[src/rtl/if_fetch_pkg.sv]
// rtl/if_fetch_pkg.sv - shared widths, constants and FSM encodings for the fetch stage
package if_fetch_pkg;

    localparam int StallSignalLen = 6;
    localparam int InstLen        = 32;
    localparam logic [31:0] Zero  = 32'h0000_0000;

    // addi x0,x0,0 bubble
    localparam logic [InstLen-1:0] NopInst = 32'h0000_0013;

    localparam logic [1:0] StFetch = 2'd0;
    localparam logic [1:0] StWait  = 2'd1;
    localparam logic [1:0] StHold  = 2'd2;

    // Redirect targets are word-aligned by clearing the two low bits.
    function automatic logic [31:0] align_pc(input logic [31:0] target);
        return {target[31:2], 2'b00};
    endfunction

endpackage

[src/rtl/if_fetch_if.sv]
// rtl/if_fetch_if.sv - instruction memory request/ack bus between fetch stage and memory controller
interface if_fetch_if;
    import if_fetch_pkg::*;

    logic               mem_req_o;
    logic [31:0]        mem_addr_o;
    logic               mem_ack_i;
    logic [InstLen-1:0] mem_inst_i;

    modport master (
        output mem_req_o,
        output mem_addr_o,
        input  mem_ack_i,
        input  mem_inst_i
    );

    modport slave (
        input  mem_req_o,
        input  mem_addr_o,
        output mem_ack_i,
        output mem_inst_i
    );
endinterface

[src/rtl/if_fetch.sv]
// rtl/if_fetch.sv - instruction fetch stage: PC, single outstanding fetch, stall and redirect handling
module if_fetch
    import if_fetch_pkg::*;
#(
    parameter logic [31:0]        RESET_PC = 32'h0000_0000,
    parameter logic [InstLen-1:0] NOP_INST = NopInst
) (
    input  logic                      clk,
    input  logic                      rst,
    input  logic [StallSignalLen-1:0] stall_signal,
    input  logic                      jump_flag,
    input  logic [31:0]               jump_target,
    if_fetch_if.master                mem,
    output logic [31:0]               pc_o,
    output logic [InstLen-1:0]        inst_o
);

    logic [1:0]         state_q,   state_d;
    logic [31:0]        pc_q,      pc_d;
    logic [InstLen-1:0] buf_q,     buf_d;
    logic               discard_q, discard_d;
    logic               req_q,     req_d;
    logic [31:0]        addr_q,    addr_d;
    logic [31:0]        pc_out_q,  pc_out_d;
    logic [InstLen-1:0] inst_q,    inst_d;

    logic stall;
    assign stall = stall_signal[0];

    // Only bit 0 of the global stall vector belongs to this stage.
    logic unused_stall_bits;
    assign unused_stall_bits = ^stall_signal[StallSignalLen-1:1];

    // Next-state logic; inst_d defaults to the bubble so a delivery lasts one cycle.
    always_comb begin
        state_d   = state_q;
        pc_d      = pc_q;
        buf_d     = buf_q;
        discard_d = discard_q;
        req_d     = req_q;
        addr_d    = addr_q;
        pc_out_d  = pc_out_q;
        inst_d    = NOP_INST;

        case (state_q)
            StFetch: begin
                if (jump_flag) begin
                    pc_d = align_pc(jump_target);
                end else if (!stall) begin
                    req_d   = 1'b1;
                    addr_d  = pc_q;
                    state_d = StWait;
                end
            end
            StWait: begin
                if (mem.mem_ack_i) begin
                    req_d = 1'b0;
                    if (discard_q || jump_flag) begin
                        // Stale word from before a redirect: drop it.
                        discard_d = 1'b0;
                        if (jump_flag) begin
                            pc_d = align_pc(jump_target);
                        end
                        state_d = StFetch;
                    end else if (!stall) begin
                        pc_out_d = pc_q;
                        inst_d   = mem.mem_inst_i;
                        pc_d     = pc_q + 32'd4;
                        state_d  = StFetch;
                    end else begin
                        buf_d   = mem.mem_inst_i;
                        state_d = StHold;
                    end
                end else if (jump_flag) begin
                    // Request stays up; remember to throw away its data.
                    pc_d      = align_pc(jump_target);
                    discard_d = 1'b1;
                end
            end
            StHold: begin
                if (jump_flag) begin
                    pc_d    = align_pc(jump_target);
                    state_d = StFetch;
                end else if (!stall) begin
                    pc_out_d = pc_q;
                    inst_d   = buf_q;
                    pc_d     = pc_q + 32'd4;
                    state_d  = StFetch;
                end
            end
            default: begin
                state_d = StFetch;
            end
        endcase
    end

    // State registers; reset abandons any outstanding request immediately.
    always_ff @(posedge clk or negedge rst) begin
        if (!rst) begin
            state_q   <= StFetch;
            pc_q      <= RESET_PC;
            buf_q     <= NOP_INST;
            discard_q <= 1'b0;
            req_q     <= 1'b0;
            addr_q    <= Zero;
            pc_out_q  <= Zero;
            inst_q    <= NOP_INST;
        end else begin
            state_q   <= state_d;
            pc_q      <= pc_d;
            buf_q     <= buf_d;
            discard_q <= discard_d;
            req_q     <= req_d;
            addr_q    <= addr_d;
            pc_out_q  <= pc_out_d;
            inst_q    <= inst_d;
        end
    end

    assign mem.mem_req_o  = req_q;
    assign mem.mem_addr_o = addr_q;
    assign pc_o           = pc_out_q;
    assign inst_o         = inst_q;

endmodule
[src/flat_wrapper.sv]
// flat-port wrapper written by rule: the top's interface ports become plain ports
module if_fetch_flat import if_fetch_pkg::*;
#(
    parameter logic [31:0]        RESET_PC = 32'h0000_0000,
    parameter logic [InstLen-1:0] NOP_INST = NopInst
)
  (clk, rst, stall_signal, jump_flag, jump_target, pc_o, inst_o, mem_mem_req_o, mem_mem_addr_o, mem_mem_ack_i, mem_mem_inst_i);
  if_fetch_if mem_i ();
  input  logic clk;
  input  logic rst;
  input  logic [StallSignalLen-1:0] stall_signal;
  input  logic jump_flag;
  input  logic [31:0] jump_target;
  output logic [31:0] pc_o;
  output logic [InstLen-1:0] inst_o;
  output wire logic [$bits(mem_i.mem_req_o)-1:0] mem_mem_req_o;
  output wire logic [$bits(mem_i.mem_addr_o)-1:0] mem_mem_addr_o;
  input wire logic [$bits(mem_i.mem_ack_i)-1:0] mem_mem_ack_i;
  input wire logic [$bits(mem_i.mem_inst_i)-1:0] mem_mem_inst_i;
  assign mem_mem_req_o = mem_i.mem_req_o;
  assign mem_mem_addr_o = mem_i.mem_addr_o;
  assign mem_i.mem_ack_i = mem_mem_ack_i;
  assign mem_i.mem_inst_i = mem_mem_inst_i;
  if_fetch #(.RESET_PC(RESET_PC), .NOP_INST(NOP_INST)) u_core (.clk(clk), .rst(rst), .stall_signal(stall_signal), .jump_flag(jump_flag), .jump_target(jump_target), .mem(mem_i), .pc_o(pc_o), .inst_o(inst_o));
endmodule
[config.mk]
export PLATFORM = sky130hd
export DESIGN_NAME = if_fetch_flat
export DESIGN_NICKNAME = d
export VERILOG_FILES = /design/src/rtl/if_fetch_pkg.sv /design/src/rtl/if_fetch_if.sv /design/src/rtl/if_fetch.sv /design/src/flat_wrapper.sv
export SDC_FILE = /design/constraint.sdc
export NUM_CORES = 1
export LEC_CHECK = 0
export BUFFER_PORTS_ARGS = -buffer_cell sky130_fd_sc_hd__buf_2
export CAP_MARGIN = 5
export CORE_MARGIN = 8
export CORE_UTILIZATION = 30
export CTS_CLUSTER_DIAMETER = 150
export DETAILED_ROUTE_END_ITERATION = 8
export GPL_ROUTABILITY_DRIVEN = 0
export GPL_TIMING_DRIVEN = 0
export PLACE_DENSITY = 0.61
export SYNTH_ARGS = -nofsm -noshare
export SYNTH_HDL_FRONTEND = slang
export SYNTH_SLANG_ARGS = --single-unit
[constraint.sdc]
create_clock -name clk -period 3.3 [get_ports clk]
set_clock_uncertainty 0.1 [all_clocks]
set_input_delay 0.33 -clock clk [delete_from_list [all_inputs] [get_ports clk]]
set_output_delay 0.33 -clock clk [all_outputs]
set_load 0.01 [all_outputs]
# ---- After elaboration in Yosys (flattened, before gate mapping)
# Index checks and enable logic that the tools add are counted.
dict set report classes {
  n_reduce_logical 12
  add_sub_neg 1
  shifts 0
  n_bitwise 3
  div_mod_pow 0
  n_mul 0
  eq_ne 9
  n_mux 32
  magnitude_cmp 0
}
# op n
set ops {}
lappend ops {{$mux W32} 14}
lappend ops {{$pmux W32 S2} 2}
lappend ops {{$pmux W32 S3} 1}
lappend ops {{$add A32 B3 Y32 const B} 1}
lappend ops {{$reduce_and A4 Y1} 4}
lappend ops {{$mux W2} 7}
lappend ops {{$ne A2 B2 Y1 const B} 5}
lappend ops {{$mux W1} 6}
lappend ops {{$pmux W2 S3} 1}
lappend ops {{$reduce_and A3 Y1} 2}
lappend ops {{$reduce_bool A2 Y1} 3}
lappend ops {{$ne A3 B3 Y1 const B} 1}
lappend ops {{$not A1 Y1} 3}
lappend ops {{$reduce_bool A3 Y1} 1}
lappend ops {{$eq A2 B1 Y1 const B} 1}
lappend ops {{$eq A2 B2 Y1 const B} 1}
lappend ops {{$logic_not A2 Y1} 1}
lappend ops {{$ne A2 B1 Y1 const B} 1}
lappend ops {{$pmux W1 S2} 1}
lappend ops {{$logic_or A1 B1 Y1} 1}
dict set report word_totals {
  memories 0
  rom_bits 0
  out_inout_bits 97
  elab_cells 65
  regBits 164
  ram_bits 0
  latchBits 0
}

# ---- Depth between registers and ports, before layout
# Gate-level depths: netlist of run 1.
dict set report depth {
  depth_word 5
  ltp_mapped 9
}

# ---- Least setup slack after synthesis of run 1
# OpenSTA, ideal clock, no wires.
dict set report synth_path {
  path_type {register to register}
  from {reg u_core.state_q[0]}
  to {reg u_core.pc_out_q[10] (netlist: u_core.pc_o[10])}
  setup_ns 0.125
  arrival_time_ns 1.822
  synth_period_minus_slack_ns 2.047
  slack_ns 1.253
  stages_incl_launch_ff 9
  required_ns 3.075
  n_path_buf 2
  path_cell_list {dfrtp_1 -> inv_1 -> ha_1 -> nor2b_1 -> clkbuf_1 -> a21oi_1 -> nor3_4 -> buf_4 -> mux2_2}
}
dict set report synth_via {
  elab_chain_len 3
  elab_cells_between_ends 8
  classes_between {eq/ne (5); mux (1); reduce/logical (2)}
}
# element line_no
set synth_rtl {}
lappend synth_rtl {{start: declaration} if_fetch.sv:18} ;# logic [1:0] state_q, state_d;
lappend synth_rtl {{start signal: assignment} if_fetch.sv:100} ;# state_q <= StFetch;
lappend synth_rtl {{start signal: assignment} if_fetch.sv:109} ;# state_q <= state_d;
lappend synth_rtl {{$eq A2 B1 Y1 / $eq A2 B2 Y1 (equally long branches)} if_fetch.sv:45} ;# case (state_q)
lappend synth_rtl {{$ne A2 B2 Y1 (no source line) / $reduce_bool A2 Y1 (equally long branches)} --}
lappend synth_rtl {{$reduce_and A4 Y1 (no source line)} --}
lappend synth_rtl {{end signal: assignment} if_fetch.sv:106} ;# pc_out_q <= Zero;
lappend synth_rtl {{end signal: assignment} if_fetch.sv:115} ;# pc_out_q <= pc_out_d;
lappend synth_rtl {{end: declaration} if_fetch.sv:24} ;# logic [31:0] pc_out_q, pc_out_d;
# Parallel ways exist; a longest one is shown, timed or not.
# A chain may end at the register's enable or synchronous reset.

# ---- Final worst setup path of run 1
dict set report layout_path {
  from {reg u_core.state_q[0]}
  to {reg u_core.pc_q[9]}
}
dict set report layout_via {
  elab_chain_len 2
  elab_cells_between_ends 5
  classes_between {eq/ne (2); mux (1); reduce/logical (2)}
}
# element line_no
set layout_rtl {}
lappend layout_rtl {{$eq A2 B2 Y1, or another cell as far along} if_fetch.sv:45}
lappend layout_rtl {{$pmux W32 S3 / $reduce_bool A3 Y1 (equally long branches)} --}
lappend layout_rtl {{end signal: assignment} if_fetch.sv:110} ;# pc_q <= pc_d;
lappend layout_rtl {{end: declaration} if_fetch.sv:19} ;# logic [31:0] pc_q, pc_d;
# Parallel ways exist; a longest one is shown, timed or not.

==> reports/metrics.csv, run 1 <==
stage,metric,value,unit
layout,fillerInstances,2465,
clock_network,numClockSinks,164,
clock_network,path_clk_slew,0.07,ns
synthesis,yosysWarningCount,0,
worst_setup_path,critPathKind,reg -> reg,
placement,dpl.hpwl,15400,µm
global_route,antenna_found_initial,2,
global_route,first_pass_grt_wire_length,33500,µm
sta,timing.fmax,0.370,GHz
clock_network,clk_root_buffer_cell,sky130_fd_sc_hd__clkbuf_16,
placement,io_buffers,163,
detailed_routing,via_count,5729,
worst_setup_path,worst-endpoint-required,3.54,ns
sta,timing.final.hold_violations,0,
sta,setup_viol,0,
clock_network,num_cts_buffers,17,
sta,max-slew-margin-rel,55.7,%
clock_network,tritoncts_clock_tree,built,
power_and_ir_drop,post-layout-total-power,8.04,mW
layout,ff_latch_area,4110,µm²
detailed_routing,postRouteWirelength,21500,µm
layout,drive_above_1_share,41.5,%
worst_setup_path,worst_ep_arrival_time,2.95,ns
layout,flow.area_growth_from_synthesis,25.8,%
power_and_ir_drop,power_density,872,nW/µm²
worst_setup_path,setup.worst_path.start_class,register,
global_route,grt_max_degree,118,
floorplanning,dieArea,29700,µm²
sta,finalWorstSetupSlack,0.595,ns
sta,layout_min_cycle_time,2.71,ns
clock_network,worst_skew_pair.late_latency,0.43,ns
detailed_routing,post_drt_wl_per_cell,18.8,µm
sta,timing_worst_slew_pin_value,0.658,ns
outcome,outcome,completed,
worst_setup_path,worstPathCellList,"inv_1, ha_1, inv_2, a21oi_1, o21ai_0, buf_2, clkbuf_1, o21ai_0, o21ai_0",
synthesis,number_of_distinct_library_cell_variants_in_the_gate_level_netlist_after_synthesis,60,
worst_setup_path,crit_top_cell,sky130_fd_sc_hd__o21ai_0,
synthesis,syn-cell-area,7330,µm²
synthesis,synth_nets,697,
floorplanning,floorplan.initialDensity,30.3,%
worst_setup_path,timing.critical_path.max_delay_family,buffers and inverters,
layout,final_instance_count_excl_fillers,1142,
worst_setup_path,timing.reg2reg.setup_slack,0.59,ns
layout,final_core_util,38.1,%
power_and_ir_drop,leakage,4.34,nW
layout,design.final.nets,882,
synthesis,synth_enable_flop_cells,0,
floorplanning,num_rows,57,
detailed_routing,drtIter0Drc,410,
flow_run,number_of_maximum_capacitance_constraint_violations,0,
clock_network,cts.htree.levels,4,
sta,layout_worst_path_cycle_share,82.0,%
worst_setup_path,worst-path-max-fanout,10,
synthesis,primary_flip_flop_cell_chosen_by_synthesis_mapping,sky130_fd_sc_hd__dfrtp_1,
synthesis,post_synth.cell_area_avg,11.9,µm²
global_route,global_route.usage.total,14.7,%
detailed_routing,post_drt_via_cell_ratio,5.02,
floorplanning,core_region_area,24200,µm²
power_and_ir_drop,peakVddDrop,321,µV
clock_network,ctsLongestPathBuffers,2,
sta,grt_setup_unrepaired,false,
synthesis,ys_seq_area_share,56.1,%
worst_setup_path,critPathBufInv,4,
worst_setup_path,critPathCaptureType,register,
placement,pre_cts_ws,0.674,ns
floorplanning,die_width,172,µm
sta,final-max-slew-violation-count,0,
placement,placed_cells,1106,
global_route,globalRoute.totalOverflow,0,
clock_network,post_cts_resize_count,0,
synthesis,synth_cells,618,
floorplanning,floorplan.die.height,172,µm
layout,multiInputGateArea,2990,µm²
synthesis,yosys_register_bits,164,
synthesis,postSynth.asyncResetShare,100,%
worst_setup_path,cpMaxStageDelayCell,sky130_fd_sc_hd__clkbuf_1,
hold_path,classification_of_the_worst_slack_hold_path,in -> reg,
floorplanning,ioPinCount,171,
detailed_routing,ant_nets,0,
global_route,grt_pass1_vias,5914,
worst_setup_path,cpPeakStageDelay,0.54,ns
detailed_routing,drt_pre_antenna_iters,4,
detailed_routing,drcViolationCount,0,
sta,final.hold.worst_slack,0.0234,ns
[per-layer routing]
layer,GRT usage (%),part of all wire (%),up-vias
li1,-,-,2633
met1,18.9,42,2890
met2,23.2,47,184
met3,5.25,9.2,20
met4,3.90,1.2,2
met5,0,0.061,-
[per-stage QoR]
step,instance area (µm²),TNS [ns]
final,9220,0
after CTS,9220,0
after detailed placement,8590,0
after floorplan,7330,0
after global placement,8550,-143.73
after global routing,9220,0
[cell usage in the layout, fill, tap and decap left out, types with 3 or more instances in the layout]
cell,count
sky130_fd_sc_hd__buf_2,179
sky130_fd_sc_hd__dfrtp_1,158
sky130_fd_sc_hd__mux2_2,96
sky130_fd_sc_hd__nor2_1,47
sky130_fd_sc_hd__nand2_1,38
sky130_fd_sc_hd__a22oi_1,37
sky130_fd_sc_hd__o21ai_0,37
sky130_fd_sc_hd__a21oi_1,24
sky130_fd_sc_hd__clkbuf_16,17
sky130_fd_sc_hd__clkbuf_1,15
sky130_fd_sc_hd__nand3_1,15
sky130_fd_sc_hd__inv_1,10
sky130_fd_sc_hd__and3_1,8
sky130_fd_sc_hd__a31oi_1,8
sky130_fd_sc_hd__mux2i_1,7
sky130_fd_sc_hd__nor3_1,6
sky130_fd_sc_hd__dfstp_2,6
sky130_fd_sc_hd__nor2b_1,5
sky130_fd_sc_hd__o311ai_0,5
sky130_fd_sc_hd__o211ai_1,5
sky130_fd_sc_hd__ha_1,5
sky130_fd_sc_hd__buf_1,4
sky130_fd_sc_hd__buf_4,4
sky130_fd_sc_hd__nor4_1,4
sky130_fd_sc_hd__nand4_1,4
sky130_fd_sc_hd__inv_6,4
sky130_fd_sc_hd__nand2b_1,3
sky130_fd_sc_hd__nor4_2,3
sky130_fd_sc_hd__and4_1,3
sky130_fd_sc_hd__a221o_1,3
sky130_fd_sc_hd__a32oi_1,3
sky130_fd_sc_hd__clkinv_4,3
sky130_fd_sc_hd__inv_8,3
[synth_stat cells, types with 5 or more instances]
library cell / number / share of area, %
sky130_fd_sc_hd__a31oi_1: 8 / 0.68
sky130_fd_sc_hd__nand3_1: 15 / 1.0
sky130_fd_sc_hd__ha_1: 5 / 0.85
sky130_fd_sc_hd__nand2_1: 38 / 1.9
sky130_fd_sc_hd__a21oi_1: 24 / 1.6
sky130_fd_sc_hd__nor2_1: 47 / 2.4
sky130_fd_sc_hd__and3_1: 8 / 0.68
sky130_fd_sc_hd__inv_1: 10 / 0.51
sky130_fd_sc_hd__clkbuf_1: 14 / 0.72
sky130_fd_sc_hd__nor2b_1: 5 / 0.43
sky130_fd_sc_hd__o21ai_0: 37 / 2.5
sky130_fd_sc_hd__dfrtp_1: 158 / 54
sky130_fd_sc_hd__o311ai_0: 5 / 0.60
sky130_fd_sc_hd__mux2_2: 96 / 15
sky130_fd_sc_hd__mux2i_1: 7 / 0.96
sky130_fd_sc_hd__buf_2: 17 / 1.2
sky130_fd_sc_hd__nor3_1: 6 / 0.41
sky130_fd_sc_hd__o211ai_1: 5 / 0.51
sky130_fd_sc_hd__dfstp_2: 6 / 2.1
sky130_fd_sc_hd__a22oi_1: 37 / 3.8
[sequential cells by signal, indices dropped and copies added (netlist names)]
register               cells
u_core.mem.mem_addr_o     32
u_core.discard_q           1
u_core.pc_o               32
u_core.state_q             2
u_core.inst_o             32
u_core.pc_q               32
u_core.mem.mem_req_o       1
u_core.buf_q              32
[kinds of logic after synthesis]
kind of cell	count (synthesis)	share of synthesized area, %
adder cells (fa/ha/maj)	5	0.853
buffers and inverters	52	3.19
flip-flops	164	56.1
multiplexers	104	15.9
AND/OR/NAND/NOR	154	11.6
AO/OA/AOI/OAI	139	12.4
[layout make-up]
cell class	count	share of cell area, %
diodes	2	0.0543
plain buffers	41	2.09
clock buffers	19	4.80
clock inverters	13	1.76
inverters	11	0.448
multi-input cells	402	32.4
flip-flops and latches	164	44.6
well taps	324	4.40
repair buffers	166	9.47
[worst paths after layout]
kind	startpoint	endpoint	cells past startpoint
min	jump_target[12]	u_core.pc_q[12]	3
max	u_core.state_q[0]	u_core.pc_q[9]	9
max in group asynchronous	rst	u_core.pc_q[1]	3
min in group asynchronous	rst	u_core.inst_o[16]	2
min reg2reg	u_core.pc_o[12]	u_core.pc_o[12]	1
max reg2reg	u_core.state_q[0]	u_core.pc_q[9]	9
[power breakdown]
group	total (mW)	switching, mW	internal (mW)	leakage [nW]
Combinational	2.65	1.44	1.21	1.94
Sequential	3.32	0.557	2.76	2.11
Clock	2.07	0.905	1.17	0.295
Total	8.04	2.91	5.13	4.34
[worst reg2reg max path, delay by kind of cell, from the launching register on]
kind / cells / cell delay [ns]
flops: 1 / 0.41
buf+inv: 4 / 1.11
fa+ha+maj: 1 / 0.44
compound gates: 4 / 0.55
[timing repair]
item / 4_1_cts / 5_1_grt
hold buffers: 2 / 0
setup endpoints to repair: 0 / 0
setup buffers: 0 / 0
hold endpoints to repair: 48 / 0
No activity file was read; power rests on OpenSTA's default activity.
==> run 2: changes to the inputs <==
--- a/config.mk
+++ b/config.mk
@@ -13,7 +13,7 @@
 export DETAILED_ROUTE_END_ITERATION = 8
 export GPL_ROUTABILITY_DRIVEN = 0
 export GPL_TIMING_DRIVEN = 0
-export PLACE_DENSITY = 0.61
+export PLACE_DENSITY = 0.62
 export SYNTH_ARGS = -nofsm -noshare
 export SYNTH_HDL_FRONTEND = slang
 export SYNTH_SLANG_ARGS = --single-unit
==> constraint.sdc (replaced) <==
create_clock -name clk -period 2.45 [get_ports clk]
set_clock_uncertainty 0.1 [all_clocks]
set_input_delay 0.245 -clock clk [delete_from_list [all_inputs] [get_ports clk]]
set_output_delay 0.245 -clock clk [all_outputs]
set_load 0.01 [all_outputs]
==> reports/metrics.csv, run 2 (synthesized netlist as in run 1, its figures left out) <==
stage,metric,value,unit,change
placement,placed_cells,1106,,unchanged
floorplanning,die_width,172,µm,unchanged
layout,multiInputGateArea,2990,µm²,about the same
floorplanning,num_rows,57,,unchanged
sta,grt_setup_unrepaired,true,,was false
detailed_routing,post_drt_via_cell_ratio,4.93,,was 5.02
sta,max-slew-margin-rel,57.0,%,was 55.7%
layout,antenna-diode-count,0,,was 2
placement,dpl.hpwl,15200,µm,"was 15,400 µm"
floorplanning,floorplan.die.height,172,µm,unchanged
outcome,outcome,completed,,unchanged
worst_setup_path,critPathCaptureType,register,,unchanged
worst_setup_path,critPathBufInv,4,,unchanged
placement,area_post_placement,8590,µm²,unchanged
worst_setup_path,worstPathCellList,"inv_1, ha_2, inv_2, a21oi_1, o21ai_0, buf_2, buf_2, a22oi_1, o21ai_0",,"was inv_1, ha_1, inv_2, a21oi_1, o21ai_0, buf_2, clkbuf_1, o21ai_0, o21ai_0"
worst_setup_path,setup.worst_path.start_class,register,,unchanged
global_route,grt_max_degree,85,,was 118
clock_network,tritoncts_clock_tree,built,,unchanged
global_route,globalRoute.totalOverflow,0,,unchanged
power_and_ir_drop,peakVddDrop,488,µV,was 321 µV
worst_setup_path,timing.critical_path.max_delay_family,buffers and inverters,,unchanged
detailed_routing,drtIter0Drc,399,,was 410
detailed_routing,ant_nets,0,,unchanged
global_route,antenna_found_initial,2,,unchanged
layout,drive_above_1_share,40.0,%,was 41.5%
layout,commonest_non_fill_non_tap_cell_in_the_layout,sky130_fd_sc_hd__buf_2,,unchanged
clock_network,cts.htree.levels,4,,unchanged
sta,timing_worst_slew_pin_value,0.645,ns,was 0.658 ns
floorplanning,core_region_area,24200,µm²,unchanged
floorplanning,floorplan.initialDensity,30.3,%,unchanged
worst_setup_path,cpPeakStageDelay,0.43,ns,was 0.54 ns
detailed_routing,drt_pre_antenna_iters,5,,was 4
global_route,grt_pass1_vias,5988,,"was 5,914"
floorplanning,ioPinCount,171,,unchanged
layout,ff_latch_area,4110,µm²,unchanged
layout,final_cell_area,9760,µm²,was 9220 µm²
global_route,global_route.usage.total,15.0,%,was 14.7%
detailed_routing,post_drt_wl_per_cell,18.2,µm,was 18.8 µm
hold_path,classification_of_the_worst_slack_hold_path,in -> reg,,unchanged
worst_setup_path,worst-endpoint-required,2.64,ns,was 3.54 ns
layout,fillerInstances,2313,,"was 2,465"
placement,pre_cts_ws,-0.219,ns,was 0.674 ns
clock_network,worst_skew_pair.late_latency,0.43,ns,about the same
layout,most-common-layout-cells,"sky130_fd_sc_hd__buf_2 (179), sky130_fd_sc_hd__dfrtp_1 (158), sky130_fd_sc_hd__mux2_2 (96)",,unchanged
sta,setup_viol,0,,unchanged
sta,timing.final.hold_violations,0,,unchanged
power_and_ir_drop,leakage,4.58,nW,was 4.34 nW
detailed_routing,drcViolationCount,0,,unchanged
layout,final_instance_count_excl_fillers,1192,,"was 1,142"
detailed_routing,via_count,5875,,"was 5,729"
placement,io_buffers,163,,unchanged
clock_network,clk_root_buffer_cell,sky130_fd_sc_hd__clkbuf_16,,unchanged
clock_network,path_clk_slew,0.07,ns,about the same
layout,design.final.nets,935,,was 882
worst_setup_path,worst-path-max-fanout,10,,unchanged
worst_setup_path,cpMaxStageDelayCell,sky130_fd_sc_hd__ha_2,,was sky130_fd_sc_hd__clkbuf_1
clock_network,num_cts_buffers,17,,unchanged
clock_network,ctsLongestPathBuffers,2,,unchanged
sta,finalWorstSetupSlack,0.0884,ns,was 0.595 ns
global_route,first_pass_grt_wire_length,34200,µm,"was 33,500 µm"
detailed_routing,postRouteWirelength,21700,µm,"was 21,500 µm"
power_and_ir_drop,power_density,1120,nW/µm²,was 872 nW/µm²
worst_setup_path,critPathKind,reg -> reg,,unchanged
layout,flow.area_growth_from_synthesis,33.1,%,was 25.8%
flow_run,number_of_maximum_capacitance_constraint_violations,0,,unchanged
sta,layout_worst_path_cycle_share,96.4,%,was 82.0%
sta,layout_min_cycle_time,2.36,ns,was 2.71 ns
sta,final-max-slew-violation-count,0,,unchanged
clock_network,numClockSinks,164,,unchanged
worst_setup_path,worst_ep_arrival_time,2.56,ns,was 2.95 ns
floorplanning,dieArea,29700,µm²,unchanged
sta,timing.fmax,0.423,GHz,was 0.370 GHz
## run 2: cell types whose count changed in the layout (fill, tap and decap cells not counted), sizes merged
cell,previous run,this run
clkbuf,35,33
buf,189,191
diode,2,0
dlygate4sd3,2,54
## run 2: per-layer routing
layer / share of wire, % / up-vias / wire (µm) / global-route usage [%]
li1: - / 2739 / - / -
met1: 45 / 2911 / 9710 / 19.9
met3: 7.4 / 22 / 1620 / 4.25
met4: 1.2 / 4 / 252 / 4.50
met5: 0.10 / - / 22 / 0
met2: 47 / 199 / 10100 / 23.3
## run 2: cell type report
class	count	share of cell area, %
sequential	164	42.1
multi-input combinational	402	30.7
timing repair buffer	219	14.4
clock buffer	18	4.50
tap	324	4.15
buffer	41	2.10
clock inverter	13	1.69
inverter	11	0.423
## run 2: tightest hold or removal path: stages
cell and delay (ns):
sky130_fd_sc_hd__buf_2 0.09, sky130_fd_sc_hd__nand2_1 0.04, sky130_fd_sc_hd__o311ai_0 0.10
## run 2: final timing paths
path | slack [ns] | cells after the start | end | startpoint
min reg2reg | 0.40 | 1 | u_core.mem.mem_addr_o[7] | u_core.mem.mem_addr_o[7]
min | 0.01 | 3 | u_core.pc_q[25] | jump_target[25]
max | 0.09 | 9 | u_core.pc_q[27] | u_core.state_q[0]
min in group asynchronous | 0.29 | 2 | u_core.inst_o[15] | rst
max in group asynchronous | 1.13 | 3 | u_core.pc_o[6] | rst
max reg2reg | 0.09 | 9 | u_core.pc_q[27] | u_core.state_q[0]
## run 2: metrics by stage
stage	util [%]	power [mW]	hold slack (ns)	setup TNS, ns
final	40.4	10.9	0.0101	0
after CTS	40.3	11.1	0.0000483	-0.0198
after global routing	40.4	11.6	0.0225	-0.452
after global placement	35.4	8.03	0.373	-265.16
after floorplan	-	6.68	-0.151	0
after detailed placement	35.5	8.14	0.189	-3.26
## run 2: what timing repair did
| item | in CTS | in global routing |
|---|---|---|
| setup buffers | 1 | 0 |
| pin swaps | 1 | 1 |
| hold endpoints to repair | 156 | 0 |
| endpoints found under the setup margin | 40 | 61 |
| resized for setup | 4 | 10 |
| hold buffers | 54 | 0 |
## run 2: where the power goes
part / switching (mW) / internal (mW)
Combinational: 1.98 / 1.71
Clock: 1.20 / 1.57
Sequential: 0.748 / 3.72
